$ cat config.mk
export PLATFORM = sky130hd
export DESIGN_NAME = ro_measure_sequencer
export DESIGN_NICKNAME = d
export VERILOG_FILES = /design/src/rtl/ro_measure_sequencer.sv
export SDC_FILE = /design/constraint.sdc
export NUM_CORES = 1
export LEC_CHECK = 0
export CAP_MARGIN = 10
export CORE_MARGIN = 3
export CORE_UTILIZATION = 50
export CTS_CLUSTER_DIAMETER = 120
export DETAILED_ROUTE_END_ITERATION = 6
export PLACE_DENSITY = 0.78
export SKIP_CTS_REPAIR_TIMING = 1
export SLEW_MARGIN = 30
export SYNTH_ARGS = -nofsm -noshare
export SYNTH_HDL_FRONTEND = slang
export SYNTH_SLANG_ARGS = --single-unit
$ cat constraint.sdc
create_clock -name clk -period 1.96 [get_ports clk]
set_input_delay 0.392 -clock clk [delete_from_list [all_inputs] [get_ports clk]]
set_output_delay 0.392 -clock clk [all_outputs]
set_load 0.01 [all_outputs]
$ cat src/rtl/ro_measure_sequencer.sv
// Ring-oscillator measurement sequencer: enable one RO, settle, count its edges over a 2**GATE_LOG2 window.
// Optional build macro RO_AUTO_SCAN_EN: one start measures every RO back-to-back; otherwise a single RO per start.
module ro_measure_sequencer #(
  parameter int NUM_RO     = 8,
  parameter int CNT_W      = 16,
  parameter int GATE_LOG2  = 10,
  parameter int SETTLE_CYC = 4,
  parameter int IDX_W      = (NUM_RO > 1) ? $clog2(NUM_RO) : 1
) (
  input  logic              clk,
  input  logic              rst_n,
  input  logic              start,
  input  logic              abort,
  input  logic [IDX_W-1:0]  ro_sel,
  input  logic [NUM_RO-1:0] ro_clk,
  output logic [NUM_RO-1:0] ro_en,
  output logic              busy,
  output logic              done,
  output logic [CNT_W-1:0]  count,
  output logic [IDX_W-1:0]  cnt_idx,
  output logic              overflow,
  output logic              scan_done
);

  localparam int ST_W = (SETTLE_CYC > 1) ? $clog2(SETTLE_CYC) : 1;
  localparam logic [ST_W-1:0]      SETTLE_LAST = ST_W'(SETTLE_CYC - 1);
  localparam logic [CNT_W-1:0]     CNT_MAX     = '1;
  localparam logic [GATE_LOG2-1:0] GATE_LAST   = '1;

  typedef enum logic [1:0] {
    S_IDLE,
    S_SETTLE,
    S_GATE,
    S_DONE
  } state_e;

  state_e               state_q;
  logic [IDX_W-1:0]     sel_q;
  logic [NUM_RO-1:0]    ro_en_q;
  logic                 busy_q;
  logic                 done_q;
  logic [CNT_W-1:0]     count_q;
  logic [IDX_W-1:0]     cnt_idx_q;
  logic                 overflow_q;
  logic [ST_W-1:0]      settle_q;
  logic [GATE_LOG2-1:0] gate_q;
  logic [CNT_W-1:0]     cnt_q;
  logic [CNT_W-1:0]     cnt_d;
  logic                 ovf_q;
  logic                 ovf_d;
  logic                 sync1_q;
  logic                 sync2_q;
  logic                 prev_q;
  logic                 ro_mux;
  logic [IDX_W-1:0]     first_sel;

  function automatic logic sel_ok(input logic [IDX_W-1:0] s);
    return (int'(s) < NUM_RO);
  endfunction

  function automatic logic [NUM_RO-1:0] onehot(input logic [IDX_W-1:0] s);
    logic [NUM_RO-1:0] v;
    v = '0;
    if (sel_ok(s)) v[s] = 1'b1;
    return v;
  endfunction

  // Out-of-range index measures nothing: the mux feeds a constant 0 into the synchronizer.
  assign ro_mux = sel_ok(sel_q) ? ro_clk[sel_q] : 1'b0;

`ifdef RO_AUTO_SCAN_EN
  logic             scan_done_q;
  logic             last_ro;
  logic [IDX_W-1:0] next_sel;
  assign first_sel = '0;
  assign last_ro   = (sel_q == IDX_W'(NUM_RO - 1));
  assign next_sel  = sel_q + IDX_W'(1);
  assign scan_done = scan_done_q;
`else
  assign first_sel = ro_sel;
  assign scan_done = 1'b0;
`endif

  always_comb begin
    cnt_d = cnt_q;
    ovf_d = ovf_q;
    if (sync2_q && !prev_q) begin
      if (cnt_q == CNT_MAX) ovf_d = 1'b1;
      else                  cnt_d = cnt_q + CNT_W'(1);
    end
  end

  always_ff @(posedge clk or negedge rst_n) begin
    if (!rst_n) begin
      state_q    <= S_IDLE;
      sel_q      <= '0;
      ro_en_q    <= '0;
      busy_q     <= 1'b0;
      done_q     <= 1'b0;
      count_q    <= '0;
      cnt_idx_q  <= '0;
      overflow_q <= 1'b0;
      settle_q   <= '0;
      gate_q     <= '0;
      cnt_q      <= '0;
      ovf_q      <= 1'b0;
      sync1_q    <= 1'b0;
      sync2_q    <= 1'b0;
      prev_q     <= 1'b0;
`ifdef RO_AUTO_SCAN_EN
      scan_done_q <= 1'b0;
`endif
    end else begin
      sync1_q <= ro_mux;
      sync2_q <= sync1_q;
      prev_q  <= sync2_q;
      done_q  <= 1'b0;
`ifdef RO_AUTO_SCAN_EN
      scan_done_q <= 1'b0;
`endif
      case (state_q)
        S_IDLE: begin
          if (start && !abort) begin
            sel_q    <= first_sel;
            ro_en_q  <= onehot(first_sel);
            busy_q   <= 1'b1;
            settle_q <= '0;
            state_q  <= S_SETTLE;
          end
        end
        S_SETTLE: begin
          if (abort) begin
            ro_en_q <= '0;
            busy_q  <= 1'b0;
            state_q <= S_IDLE;
          end else if (settle_q == SETTLE_LAST) begin
            gate_q  <= '0;
            cnt_q   <= '0;
            ovf_q   <= 1'b0;
            state_q <= S_GATE;
          end else begin
            settle_q <= settle_q + ST_W'(1);
          end
        end
        S_GATE: begin
          if (abort) begin
            ro_en_q <= '0;
            busy_q  <= 1'b0;
            state_q <= S_IDLE;
          end else begin
            cnt_q  <= cnt_d;
            ovf_q  <= ovf_d;
            gate_q <= gate_q + GATE_LOG2'(1);
            // Last window cycle: publish the count including this cycle's edge.
            if (gate_q == GATE_LAST) begin
              count_q    <= cnt_d;
              overflow_q <= ovf_d;
              cnt_idx_q  <= sel_q;
              done_q     <= 1'b1;
              ro_en_q    <= '0;
              state_q    <= S_DONE;
`ifdef RO_AUTO_SCAN_EN
              busy_q      <= 1'b1;
              scan_done_q <= last_ro;
`else
              busy_q      <= 1'b0;
`endif
            end
          end
        end
        S_DONE: begin
`ifdef RO_AUTO_SCAN_EN
          if (!abort && !last_ro) begin
            sel_q    <= next_sel;
            ro_en_q  <= onehot(next_sel);
            settle_q <= '0;
            state_q  <= S_SETTLE;
          end else begin
            busy_q  <= 1'b0;
            state_q <= S_IDLE;
          end
`else
          state_q <= S_IDLE;
`endif
        end
        default: state_q <= S_IDLE;
      endcase
    end
  end

  assign ro_en    = ro_en_q;
  assign busy     = busy_q;
  assign done     = done_q;
  assign count    = count_q;
  assign cnt_idx  = cnt_idx_q;
  assign overflow = overflow_q;

endmodule

==> results of run 1 <==
## stage by stage
stage	util, %	hold slack, ns	std cells
after floorplan	-	0.09641	345
after global placement	65.13	0.3348	491
after detailed placement	65.13	0.3490	491
after CTS	68.39	0.07388	506
after global routing	69.98	0.08034	510
final	69.98	0.06621	510
## synth_stat cells (8+ instances only)
cell type / instances
o21ai_0: 22
nor2_1: 32
ha_1: 8
nand2b_1: 9
a21oi_1: 16
nand3_1: 12
xor2_1: 8
nand2_1: 45
mux2_2: 14
dfrtp_1: 67
xnor2_1: 10
## state kept, by name (all words and copies together) (netlist names)
name      count
ro_en         8
busy          1
sync1_q       1
overflow      1
gate_q       10
sel_q         3
state_q       2
sync2_q       1
settle_q      2
done          1
prev_q        1
ovf_q         1
count        16
cnt_idx       3
cnt_q        16
## power groups by stage
stage | registers [mW] | logic (mW) | clock network (mW)
after floorplan | 1.75 | 0.595 | 0
after global placement | 1.76 | 0.974 | 0
after detailed placement | 1.77 | 1.00 | 0
after CTS | 1.75 | 1.01 | 1.24
after global routing | 1.78 | 1.20 | 1.31
final | 1.76 | 1.11 | 1.22
## kinds of logic after synthesis
kind of cell / count (synthesis) / share of synthesized area, %
compound gates: 62 / 10.96
xor+xnor: 18 / 4.526
fa+ha+maj: 8 / 2.874
buf+inv: 20 / 2.443
flops: 67 / 48.13
mux: 25 / 8.692
other cells: 1 / 0.1077
simple gates: 144 / 22.27
## worst register-to-register path: cells and delay by family, from the launching register on
family / cells / cell delay [ns]
compound gates: 1 / 0.30
fa+ha+maj: 1 / 0.15
buf+inv: 3 / 0.40
flops: 1 / 0.39
mux: 1 / 0.29
simple gates: 2 / 0.27
## layout make-up
class | count | area, sq um | share of cell area, %
well taps | 77 | 96.34 | 2.108
clock buffers | 14 | 182.7 | 3.997
inverters | 7 | 26.28 | 0.5749
repair buffers | 86 | 778.2 | 17.03
multi-input cells | 258 | 1778 | 38.90
clock inverters | 1 | 30.03 | 0.6570
flip-flops and latches | 67 | 1679 | 36.74
## worst paths after layout
| path | startpoint | slack [ns] | endpoint | cells after the start |
|---|---|---|---|---|
| worst max-delay path | state_q[1]$_DFFE_PN0P_ | 0.04 | ro_en[0]$_DFFE_PN0P_ | 8 |
| worst min register to register | sync1_q$_DFF_PN0_ | 0.35 | sync2_q$_DFF_PN0_ | 0 |
| min in group clk | sync1_q$_DFF_PN0_ | 0.35 | sync2_q$_DFF_PN0_ | 0 |
| worst max register to register | state_q[1]$_DFFE_PN0P_ | 0.04 | ro_en[0]$_DFFE_PN0P_ | 8 |
| max in group asynchronous | rst_n | 1.61 | cnt_q[12]$_DFFE_PN0P_ | 2 |
| worst min-delay path | rst_n | 0.07 | count[2]$_DFFE_PN0P_ | 2 |
## placed cells by master, fill, tap and decap left out, types with 4 or more instances in the layout
master           netlist  layout
and4_1                 6       6
ha_1                   8       6
clkbuf_8               0      13
o21ai_0               22      21
inv_1                  7       7
buf_4                  1      37
a22o_1                 7       7
nor3_1                 7       6
nand2b_1               9       9
mux2_2                14      13
buf_6                  0       4
a21oi_1               16      16
clkdlybuf4s50_1        0      43
nand2_1               45      45
xnor2_1               10      10
xor2_1                 8       8
nand3_1               12      12
dfrtp_1               67      65
nor2_1                32      32
nand4_1                4       4
nor4_1                 4       4
mux2i_1                4       4
mux2_1                 4       4
## layer usage
metal,share of wire [%],up-vias,wire length (microns)
met5,0,-,0
met4,2.9,0,228
met3,4.9,23,390
met2,50,90,3979
met1,42,1350,3387
li1,-,1398,-
==> flow_summary.ini, run 1 <==
[pwr]
switching_share_pct = 28.91
powerDensity_nw_per_um2 = 894.0
p_leak_nw = 2.066
power.internal_mw = 2.905
p_total_mw = 4.086
power_frac_clock_pct = 29.9
p_comb_share_pct = 27.1
p_seq_share_pct = 43.0
power.switching_mw = 1.181
ir_drop_uv = 718.3

[placed_design]
dp_worst_setup_slack_ns = -0.08356
placed_cell_area_sq_um = 4254
portBuffers = 44
gp_congestion = 0.9043
dp_hpwl_mm = 5.578

[clock_network]
cts_root_buf = clkbuf_8
cts_tree = built
cts.clk_slew.worst_paths_ns = 0.07
clkSinkCount = 67
clk_latency_ns = 0.34
cts_buffers = 9
clock_path_buffers = 2
cts_htree_levels = 3

[timing]
hold_viol = 0
post-route-period-util_pct = 97.83
setup_viol = 0
fmax_mhz = 521.5
fin_tns_setup_ns = 0
period_needed_ns = 1.917
skew_ns = 0.007294
slew_viol_final = 0
finalWorstSetupSlack_ns = 0.04261

[grt]
grtUsageMet3_pct = 4.240
met1_usage_pct = 26.04
grt_pass1_wl_mm = 13.16
busiest_layer = met2
grt_pass1_vias = 2854
use_met2_pct = 36.37
grt.overflow.total = 0
grt_max_degree = 68
track_usage_pct = 21.20
antenna_found_initial = 0

[synthesis]
syn_area_sq_um = 3483
yosys.area.top_type = dfrtp_1
synth.area.top_cells = dfrtp_1 (48%), nand2_1 (4.8%), mux2_2 (4.5%)
synth_fp_nets = 368
synth-seq-cells = 67
synth-edff-count = 0
async_flop_share_pct = 100.0
synth_flop_cell = dfrtp_1
netlist-cell-type-count = 52
synth_top_area_share_pct = 48.13
avgSynthCellArea_sq_um = 10.10
ys.warnings.count = 0
ys_seq_area_share_pct = 48.13
synthCells = 345

[setup_path]
worstSetupEndpointType = flip-flop
cp_cell_sequence = buf_6, ha_4, buf_6, nor2b_4, a221oi_2, nand2_1, buf_6, mux2_4
crit_fanout = 5
worst_setup_path_start_kind = flip-flop
critPathBufInv = 3
crit_family = buffers and inverters
worstSetupPathType = reg2reg
max_stage_delay_ns = 0.39
arrival_ns = 2.14
cpMostUsedCell = buf_6
worstPathRequired_ns = 2.18
cpMaxStageDelayCell = dfrtp_1

[die]
num_rows = 29
start_util_pct = 53.33
core_area_sq_um = 6531
fp.dieH_microns = 89.47
dieArea_sq_um = 8004
die_w_microns = 89.47
io_pins = 46

[drt]
wl_mm = 7.987
drc = 0
num_vias = 2861
wl_per_cell_microns = 15.66
vias_per_cell = 5.610
dr.pass1.iters = 4
final_antenna_net_count = 0
dr.first_iter.drc_count = 146

[status]
status = finished, final reports clean

[cells_and_area]
final_area_sq_um = 4571
fillers = 494
nNetsFinal = 452
drive_above_1_share_pct = 21.48
areaGrowthSynthToFinish_pct = 31.21
diodes = 0

[worst_hold_path]
hp-class = in2async

[job]
drv_cap = 0
(Power assumes the default switching activity.)
==> run 2: changes to the inputs <==
--- a/config.mk
+++ b/config.mk
@@ -11,5 +11,5 @@
 export CTS_CLUSTER_DIAMETER = 120
 export DETAILED_ROUTE_END_ITERATION = 6
-export PLACE_DENSITY = 0.78
+export PLACE_DENSITY = 0.76
 export SKIP_CTS_REPAIR_TIMING = 1
 export SLEW_MARGIN = 30
==> constraint.sdc (replaced) <==
create_clock -name clk -period 1.96 [get_ports clk]
set_input_delay 0.196 -clock clk [delete_from_list [all_inputs] [get_ports clk]]
set_output_delay 0.196 -clock clk [all_outputs]
set_load 0.01 [all_outputs]
==> run 2 against run 1 <==
Net effect:
- first-iteration DRC count is 2.1% higher
- worst setup slack better by 0.080 ns
- via count is 1.4% lower
- routed wire length is 1.4% lower
- sequential power hardly changed
- maximum frequency is 4.4% higher
- non-clock buffer count is 9 lower
- critical endpoint is now cnt_q[0]$_DFFE_PN0P_
- largest cell class unchanged
==> flow_summary.ini, run 2 (same netlist as run 1, synthesis figures left out) <==
[timing]
setup_viol = 0
fmax_mhz = 544.3
slew_viol_final = 0
post-route-period-util_pct = 93.73
hold_viol = 0
max_slew_margin_pct = 61.81
period_needed_ns = 1.837
worst_pin_slew_ns = 0.5728
whs_ns = 0.3531
grt_setup_unrepaired = no
skew_ns = 0.008820
fin_tns_setup_ns = 0

[clock_network]
cts_buffers = 9
clk_latency_ns = 0.34
clock_path_buffers = 2
cts_htree_levels = 3
clkSinkCount = 67
cts.clk_slew.worst_paths_ns = 0.07
cts_root_buf = clkbuf_8
cts_tree = built

[setup_path]
worstPathRequired_ns = 2.19
r2r_end = cnt_q[0]$_DFFE_PN0P_
crit_family = simple AND/OR/NAND/NOR gates
worstSetupPathType = reg2reg
critPathBufInv = 1
arrival_ns = 2.07
worstSetupEndpointType = flip-flop
max_stage_delay_ns = 0.38
r2r_slack_ns = 0.12
crit_fanout = 6
r2r_start = cnt_q[0]$_DFFE_PN0P_
cpMaxStageDelayCell = dfrtp_1
cp_cell_sequence = ha_2, nand3_4, nor4_4, buf_4, nor2_2, mux2_4, a22o_1
worst_setup_path_start_kind = flip-flop
reg2regPathDepth = 7

[placed_design]
gp_congestion = 0.8535
placed_cell_area_sq_um = 4194
portBuffers = 44
dp_hpwl_mm = 5.577

[cells_and_area]
areaGrowthSynthToFinish_pct = 27.77
final_area_sq_um = 4451
final_common_cell = dfrtp_1
fillers = 516
diodes = 0
drive_above_1_share_pct = 20.09
nNetsFinal = 443
mostFrequentLayoutCells = dfrtp_1 (65), nand2_1 (44), clkdlybuf4s50_1 (43)

[grt]
track_usage_pct = 21.30
antenna_found_initial = 0
grt_max_degree = 44
grt_pass1_vias = 2852
grt_pass1_wl_mm = 13.08
grt.overflow.total = 0

[status]
status = finished, final reports clean

[drt]
final_antenna_net_count = 0
drc = 0
num_vias = 2820
wl_mm = 7.872
dr.pass1.iters = 4
wl_per_cell_microns = 15.74
dr.first_iter.drc_count = 149
vias_per_cell = 5.640

[pwr]
ir_drop_uv = 854.3
p_leak_nw = 1.999
powerDensity_nw_per_um2 = 861.1

[worst_hold_path]
hold_depth = 0
hp-class = reg2reg
hold-path-endpoint = sync2_q$_DFF_PN0_
worstHoldStart = sync1_q$_DFF_PN0_

[job]
drv_cap = 0

[die]
io_pins = 46
die_w_microns = 89.47
fp.dieH_microns = 89.47
dieArea_sq_um = 8004
num_rows = 29
core_area_sq_um = 6531
start_util_pct = 53.33
[run 2: stage by stage]
stage	util, %	setup WS, ns	power, mW	std cells
after floorplan	-	0.01881	2.343	345
after global placement	64.21	0.01816	2.657	483
after detailed placement	64.21	-0.01419	2.690	483
after CTS	66.99	0.02167	3.813	497
after global routing	68.14	0.005387	4.052	500
final	68.14	0.1229	3.833	500
[run 2: worst max-delay path by stage]
stage | startpoint | to | cells after the start
after detailed placement | abort | ro_en[6]$_DFFE_PN0P_ | 6
after global routing | cnt_q[12]$_DFFE_PN0P_ | cnt_q[13]$_DFFE_PN0P_ | 5
after floorplan | state_q[0]$_DFFE_PN0P_ | gate_q[2]$_DFFE_PN0P_ | 9
after CTS | state_q[0]$_DFFE_PN0P_ | ro_en[6]$_DFFE_PN0P_ | 6
final | cnt_q[0]$_DFFE_PN0P_ | cnt_q[0]$_DFFE_PN0P_ | 7
after global placement | abort | ro_en[7]$_DFFE_PN0P_ | 6
[run 2: worst reg2reg max path, cell delays in order, from the launching register on]
cell     delay (ns)
dfrtp_1        0.38
ha_2           0.22
nand3_4        0.12
nor4_4         0.28
buf_4          0.18
nor2_2         0.07
mux2_4         0.30
a22o_1         0.18
[run 2: final cells by class]
| type | instances | area, sq um | share of cell area (%) |
|---|---|---|---|
| multi-input combinational | 258 | 1769 | 39.75 |
| clock inverter | 3 | 40.04 | 0.8996 |
| tap | 77 | 96.34 | 2.165 |
| timing repair buffer | 77 | 698.2 | 15.69 |
| sequential | 67 | 1679 | 37.73 |
| clock buffer | 11 | 141.4 | 3.177 |
| inverter | 7 | 26.28 | 0.5904 |
[run 2: per-layer routing]
layer,track usage (%),vias to the layer above,part of all wire [%]
li1,-,1380,-
met1,25.95,1361,43
met2,36.37,65,51
met3,5.899,14,4.0
met4,7.172,0,1.7
met5,0,-,0
[run 2: where the power goes]
group	leakage (nW)	internal [mW]	switching, mW	total, mW
sequential	0.906	1.58	0.187	1.77
combinational	0.998	0.513	0.445	0.958
clock	0.0950	0.605	0.505	1.11
total	2.00	2.70	1.14	3.83
==> run 3: changes to the inputs <==
- CAP_MARGIN: 10 -> not set
- PLACE_DENSITY: 0.76 -> 0.73
- clock period: 1.96 -> 2.24 ns (I/O delays scaled with it)
==> run 3 against run 2 <==
Net effect:
- clock skew is 0.0012 ns lower
- maximum frequency is 12% lower
- worst setup slack better by 0.035 ns
- final cell count is 3.6% lower
==> flow_summary.ini, run 3 (same netlist as run 1, synthesis figures left out) <==
[setup_path]
startpoint = cnt_q[0]$_DFFE_PN0P_
setup.worst_path.end = cnt_q[6]$_DFFE_PN0P_
cp_cell_sequence = ha_1, nand3_2, nor4_4, or3_1, mux2_1, a22o_1
cpMaxStageDelayCell = dfrtp_1
crit_fanout = 6
max_stage_delay_ns = 0.44
worstSetupPathType = reg2reg
worstPathRequired_ns = 2.48
arrival_ns = 2.32
worst_setup_path_start_kind = flip-flop
reg2regPathDepth = 6
r2r_end = cnt_q[6]$_DFFE_PN0P_
worstSetupEndpointType = flip-flop
r2r_slack_ns = 0.16
r2r_start = cnt_q[0]$_DFFE_PN0P_

[grt]
antenna_found_initial = 0
grt.overflow.total = 0
track_usage_pct = 20.99
grt_pass1_vias = 2744
grt_max_degree = 68
grt_pass1_wl_mm = 12.84

[cells_and_area]
fillers = 528
layout.cells.non_filler = 482
diodes = 0
mostFrequentLayoutCells = dfrtp_1 (67), nand2_1 (44), clkdlybuf4s50_1 (43)
nNetsFinal = 423
drive_above_1_share_pct = 14.32
seqCellArea_sq_um = 1677
areaGrowthSynthToFinish_pct = 22.56
fin_util_pct = 65.36
final_common_cell = dfrtp_1
multi_input_area_sq_um = 1724

[drt]
num_vias = 2721
wl_per_cell_microns = 15.37
dr.first_iter.drc_count = 146
final_antenna_net_count = 0
drc = 0
wl_mm = 7.408
dr.pass1.iters = 4
vias_per_cell = 5.645

[clock_network]
clk_latency_ns = 0.34
cts_root_buf = clkbuf_8
clkSinkCount = 67
cts_buffers = 9
cts.clk_slew.worst_paths_ns = 0.08
cts_htree_levels = 3
cts_tree = built
clock_path_buffers = 2

[pwr]
p_total_mw = 3.298
ir_drop_uv = 563.1
switching_share_pct = 30.41
powerDensity_nw_per_um2 = 772.6
power.internal_mw = 2.295
p_leak_nw = 1.900
p_seq_share_pct = 46.7
p_comb_share_pct = 23.7
power.switching_mw = 1.003
power_frac_clock_pct = 29.6

[status]
status = finished, final reports clean

[timing]
fin_tns_setup_ns = 0
grt_setup_unrepaired = no
fmax_mhz = 480.2
hold_viol = 0
slew_viol_final = 0
period_needed_ns = 2.083
post-route-period-util_pct = 92.97
skew_ns = 0.007655
setup_viol = 0

[die]
num_rows = 29
io_pins = 46
core_area_sq_um = 6531
dieArea_sq_um = 8004
fp.dieH_microns = 89.47
die_w_microns = 89.47
start_util_pct = 53.33

[job]
drv_cap = 0

[worst_hold_path]
hold_depth = 0
hp-class = reg2reg

[placed_design]
dp_hpwl_mm = 5.255
placed_cells = 465
portBuffers = 44
gp_congestion = 0.8867
## run 3: changes by cell type in the layout (fill, tap and decap cells not counted), moves of 2 or more
cell and change:
ha_2 -2, ha_1 +3, nor3_1 +2, nor3_2 -2, dfrtp_2 -2, buf_4 -21
dfrtp_1 +2
## run 3: worst min-delay path by stage
stage | slack (ns) | startpoint | endpoint
after global routing | 0.37 | sync1_q$_DFF_PN0_ | sync2_q$_DFF_PN0_
after floorplan | -0.07 | rst_n | busy$_DFFE_PN0P_
after CTS | -0.1 | rst_n | count[3]$_DFFE_PN0P_
final | 0.36 | sync1_q$_DFF_PN0_ | sync2_q$_DFF_PN0_
after detailed placement | 0.28 | rst_n | count[3]$_DFFE_PN0P_
after global placement | 0.27 | rst_n | count[2]$_DFFE_PN0P_
## run 3: per-layer routing
metal / GRT usage [%] / vias up / wire [microns]
li1: - / 1333 / -
met1: 26.41 / 1302 / 3277
met2: 34.23 / 77 / 3719
met3: 6.728 / 9 / 308
met4: 7.037 / 0 / 102
met5: 0 / - / 0
## run 3: cell type report
type,instances,area share [%]
Multi-Input combinational cell,258,40.39
Sequential cell,67,39.27
Timing Repair Buffer,57,13.13
Clock buffer,11,3.077
Tap cell,77,2.257
Clock inverter,5,1.260
Inverter,7,0.6155
## run 3: power by group through the flow
stage | logic (mW) | clock network (mW) | registers [mW]
after floorplan | 0.521 | 0 | 1.53
after global placement | 0.750 | 0 | 1.56
after detailed placement | 0.776 | 0 | 1.56
after CTS | 0.785 | 0.994 | 1.54
after global routing | 0.869 | 1.05 | 1.57
final | 0.782 | 0.976 | 1.54
## run 3: critical path: cells and delay by family, from the launching register on
family / cells / cell delay, ns
simple gates: 3 / 0.82
flops: 1 / 0.44
mux: 1 / 0.33
fa+ha+maj: 1 / 0.22
compound gates: 1 / 0.18
## run 3: through the flow
stage | cell area (sq um) | worst slack [ns] | hold WS, ns
6_report | 4269 | 0.1575 | 0.3609
5_1_grt | 4269 | 0.01512 | 0.3650
2_1_floorplan | 3483 | 0.2988 | -0.07159
3_5_place_dp | 4071 | 0.1647 | 0.2771
3_3_place_gp | 4071 | 0.2147 | 0.2703
4_1_cts | 4257 | 0.1519 | -0.09724
